==> src/rtl/state_machine.sv <==
// Clocked 1-bit full adder: start captures A/B/CIN, next cycle registers S/COUT, FSM IDLE->ADD->DONE.
// Latency: S/COUT update on the edge after the capture edge, then hold until the next result or reset.
// Backpressure: none; start is ignored while in ADD, and DONE with start held high recaptures back-to-back.
// Optional: define SM_STATE_OUT_EN to expose the 2-bit state register on port 'state'.
module state_machine (
    input  logic       CLK,
    input  logic       NRST,
    input  logic       start,
    input  logic       rst,
    input  logic       A,
    input  logic       B,
    input  logic       CIN,
    output logic       S,
    output logic       COUT
`ifdef SM_STATE_OUT_EN
    ,
    output logic [1:0] state
`endif
);

    typedef enum logic [1:0] {
        IDLE    = 2'b00,
        ADD     = 2'b01,
        DONE    = 2'b10,
        ILLEGAL = 2'b11
    } state_t;

    state_t state_q;
    logic   a_q;
    logic   b_q;
    logic   c_q;

    // Controller and datapath in one register block; both resets clear everything, NRST checked first.
    always_ff @(posedge CLK) begin
        if (!NRST) begin
            state_q <= IDLE;
            a_q     <= 1'b0;
            b_q     <= 1'b0;
            c_q     <= 1'b0;
            S       <= 1'b0;
            COUT    <= 1'b0;
        end else if (rst) begin
            state_q <= IDLE;
            a_q     <= 1'b0;
            b_q     <= 1'b0;
            c_q     <= 1'b0;
            S       <= 1'b0;
            COUT    <= 1'b0;
        end else begin
            case (state_q)
                IDLE: begin
                    if (start) begin
                        a_q     <= A;
                        b_q     <= B;
                        c_q     <= CIN;
                        state_q <= ADD;
                    end
                end
                ADD: begin
                    // Only the captured operands feed the result; live inputs are ignored here.
                    S       <= a_q ^ b_q ^ c_q;
                    COUT    <= (a_q & b_q) | (a_q & c_q) | (b_q & c_q);
                    state_q <= DONE;
                end
                DONE: begin
                    if (start) begin
                        a_q     <= A;
                        b_q     <= B;
                        c_q     <= CIN;
                        state_q <= ADD;
                    end else begin
                        state_q <= IDLE;
                    end
                end
                default: begin
                    // Unreachable code 2'b11: recover to IDLE, results untouched.
                    state_q <= IDLE;
                end
            endcase
        end
    end

`ifdef SM_STATE_OUT_EN
    assign state = state_q;
`endif

endmodule

==> config.mk <==
export PLATFORM = sky130hd
export DESIGN_NAME = state_machine
export DESIGN_NICKNAME = d
export VERILOG_FILES = /design/src/rtl/state_machine.sv
export SDC_FILE = /design/constraint.sdc
export NUM_CORES = 1
export LEC_CHECK = 0
export ABC_AREA = 1
export BUFFER_PORTS_ARGS = -buffer_cell sky130_fd_sc_hd__buf_2
export CORE_AREA = 2 2 39 41
export DETAILED_ROUTE_END_ITERATION = 10
export DIE_AREA = 0 0 41 43
export PLACE_DENSITY = 0.48
export SLEW_MARGIN = 20
export SYNTH_ARGS = -nofsm -noshare
export SYNTH_HDL_FRONTEND = slang
export SYNTH_SLANG_ARGS = --single-unit
export TNS_END_PERCENT = 10
==> constraint.sdc <==
create_clock -name CLK -period 1.4 [get_ports CLK]
set_input_delay 0.07 -clock CLK [delete_from_list [all_inputs] [get_ports CLK]]
set_output_delay 0.07 -clock CLK [all_outputs]
set_load 0.1 [all_outputs]
Yosys cells after proc, flatten, opt, wreduce, memory -nomap -nowiden
Cells that the tools add are included.
Word-level totals
  output and inout port bits: 2
  flip-flop bits (word level): 7
  bits of input ports: 7
Operators by class
  reduce and logical (&&, ||, !) cells: 4
  bitwise logic cells: 8
  muxes and demuxes: 3
  equal/unequal tests: 3
Operator list (number)
  $pmux 2 s3: 1
  $reduce_or 2->1: 2
  $and 1x1->1: 3
  $eq 2x1->1 const B: 1
  $eq 2x2->1 const B: 1
  $logic_not 2->1: 1
  $mux 2: 1
  $ne 2x2->1 const B: 1
  $or 1x1->1: 2
  $reduce_and 2->1: 1
  $xor 1x1->1: 2
  $mux 1: 1
  $not 1->1: 1

Depth between registers and ports, before layout
  word-level depth: 3
  gate-level depth with buffers: 5
  mapped depth without buffers: 5

Worst setup path after synthesis
No wires, ideal clock.
  path type: flip-flop to flip-flop
  start point: register COUT (netlist name)
  end point: register COUT
  arrival: 1142 ps
  period minus slack after synthesis: 1207 ps
  path slack: 193 ps
  data required time: 1335 ps
  setup time: 65 ps
  cell stages (with the launch flop): 3
  path through: dfxtp_1 nor2_1 nor2_1
RTL lines
  to (signal assigned): line 62  | COUT <= (a_q & b_q) | (a_q & c_q) | (b_q & c_q);
  to (decl): line 14  | output logic COUT

Final worst setup path
  start point: register a_q
  end point: register S
On the way
  cells in the longest elaborated chain, start to end: 2
RTL lines
  from (decl): line 29  | logic a_q;
  from (signal assigned): line 37  | a_q <= 1'b0;
  from (signal assigned): line 44  | a_q <= 1'b0;
  from (signal assigned): line 53  | a_q <= A;
  $xor 1x1->1 (2 in a row): line 61  | S <= a_q ^ b_q ^ c_q;
  to (signal assigned): line 61
  to (decl): line 13  | output logic S,
Every way passes these cells.
A chain may end at the register's enable or synchronous reset.

==> summary.md <==
| Metric | Value |
|---|---|
| Syn avg cell area | 6.95 um2 |
| GRT Total Usage | 8.26% |
| Nets@finish | 66 |
| P&R area growth vs syn | 27.6% |
| CTS Buf Count | 3 |
| Worst setup margin | 0.250 ns |
| Cts repair resizes | 0 |
| Reg2Reg Depth | 5 |
| Worst Skew | 0.00340 ns |
| CTS tree | done |
| Outcome | finished, final reports clean |
| First-pass GRT wire length | 890 um |
| Post-Route Setup TNS | 0 ns |
| GP Congestion | 0.682 |
| Cells after synthesis | 45 |
| Clock Pin Slew Worst Setup and Hold Paths | 0.05 ns |
| Largest net degree at the start of global routing | 7 |
| IO Port Bufs | 8 |
| Leading area contributor after synthesis | dfxtp_1 |
| Max clock buf depth | 2 |
| VDD IR max | 310 uV |
| Vias in the first global route | 222 |
| Core Rows | 14 |
| Routed via count divided by cell count | 3.75 |
| Reg2Reg Launch Point | a_q |
| Ports | 9 |
| Final period util | 82.1% |
| FF+latch count, synth | 7 |
| Min-delay src | rst |
| Worst setup EP type | flop |
| Met3 wire length | 49 um |
| CP Launch Type | flop |
| Top_reg_cell synth | dfxtp_1 |
| Detailed Routing Iterations Pass 1 | 3 |
| Routed WL | 540 um |
| Initial DRC Count | 5 |
| Worst hold path class | input pin to flop |
| WHS | 0.0989 ns |
| Reg-to-Reg End | S |
| Initial antenna violation count | 0 |
| Syn Nets | 53 |
| CTS root buffer | clkbuf_4 |
| Hold Vio Cnt, Final | 0 |
| Most frequent cell after synthesis | nor2_1 |
| Maxcap violations | 0 |
| Pwr/cell area | 1120 nW/um2 |
| Worst EP required | 1.59 ns |
| Async set or reset register ratio after synthesis | 0% |
| RSZ-0062 raised after global routing | no |
| Layout cell share with drive strength beyond 1 | 26.3% |
| DRT antenna net count | 0 |
| Slew Limit Fails | 0 |
| Area after DPL | 373 um2 |
| Post-synth EDFFs | 0 |
| DP Worst Slack | 0.259 ns |
| Util after Layout | 28.8% |
| Minimum clock period | 1.15 ns |
| Highest routed layer | met4 |
| Lkg Pwr | 0.202 nW |
| Final Setup Violations | 0 |
| Crit path kind | flop to flop |
| Hold Crit Endpoint | b_q |
| Critical path arrival | 1.34 ns |
| Post-synth top area share | 44.8% |
| DR DRC count | 0 |
| Final instance area | 399 um2 |
| Crit path from | a_q |
| Fmax achieved | 869 MHz |
| Met1 wire length | 258 um |
| Vert. Die Dim | 43 um |
| Mapped cell area | 313 um2 |
| Max H-tree Level | 1 |
| Die X | 41 um |
| Top post-synthesis cells by area | dfxtp_1, nor2_1, inv_1, nand3_1, fa_1 |
| Core box area | 1380 um2 |
| Hold path cells | 4 |
| R2R Setup Slk | 0.25 ns |
| Number of synthesis warnings | 0 |
| # diodes | 0 |
| DPL Wire Length | 445 um |
| DR WL/cell | 7.40 um |
| Clock sinks | 7 |
| # hold bufs at CTS | 0 |
| Synth unique cells | 8 |
| Initial Util | 22.6% |
| Die area | 1760 um2 |
| Setup Buffers After CTS | 0 |
| Share of the yosys chip area belonging to registers | 44.8% |
| Slew Limit Headroom | 67.9% |
| Worst-Margin Slew | 0.485 ns |
| Clk Latency, worst-skew pair | 0.25 ns |
| Met2 wire len | 202 um |
| Leading cell types by count after synthesis | nor2_1, inv_1, dfxtp_1 |
| DR vias | 274 |
| CP max FO | 2 |
| Total grt overflow | 0 |
[worst max-delay path, cell delays in order, from the launching register on]
cell,delay [ns]
dfxtp_1,0.32
fa_1,0.53
inv_1,0.04
nand3_1,0.07
nand2_1,0.05
nor2_1,0.08
[metrics by stage]
step           cells  power, W
2_1_floorplan     45  0.000252
3_3_place_gp      69  0.000268
3_5_place_dp      69  0.000269
4_1_cts           73  0.000454
5_1_grt           73  0.000474
6_report          73  0.000447
[how the worst max path moves through the flow]
stage	end	slack, ns	depth (start not counted)
6_report	S	0.25	5
5_1_grt	S	0.15	5
4_1_cts	S	0.24	5
3_5_place_dp	S	0.26	5
3_3_place_gp	S	0.28	5
2_1_floorplan	COUT	0.19	2
[cells by family after synthesis]
kind of cell,count (synthesis),synth area share [%]
DFF,7,44.8
and+or+nand+nor,25,34.4
adders and majority gates,1,6.40
buffers and inverters,12,14.4
[registers in the layout, summed over array words and instances, names as in the netlist]
| signal | count |
|---|---|
| COUT | 1 |
| S | 1 |
| c_q | 1 |
| state_q | 2 |
| a_q | 1 |
| b_q | 1 |
[report_power, final]
part	switching, W	total [W]	internal, W
sequential	0.00000518	0.000212	0.000206
combinational	0.0000329	0.0000527	0.0000198
clock	0.0000742	0.000183	0.000109
[per-layer routing]
layer	GRT usage [%]	up-vias
li1	-	154
met1	10.4	105
met2	8.75	10
met3	3.66	5
met4	10.0	0
met5	0	-
[placed cells by master, fill, tap and decap left out]
cell,netlist,final
nor2_1,12,12
fa_1,1,1
clkbuf_1,0,1
nand2_1,5,5
inv_1,11,11
buf_2,0,8
clkbuf_4,0,3
inv_2,1,1
dfxtp_1,7,7
nor2_2,3,3
nand3_1,5,5
[layout make-up]
class | instances | area [um2]
fill | 155 | 985
sequential | 7 | 140
multi-input combinational | 26 | 128
inverter | 12 | 45.0
timing repair buffer | 8 | 40.0
clock buffer | 4 | 26.3
tap | 16 | 20.0
(Power assumes the default switching activity.)
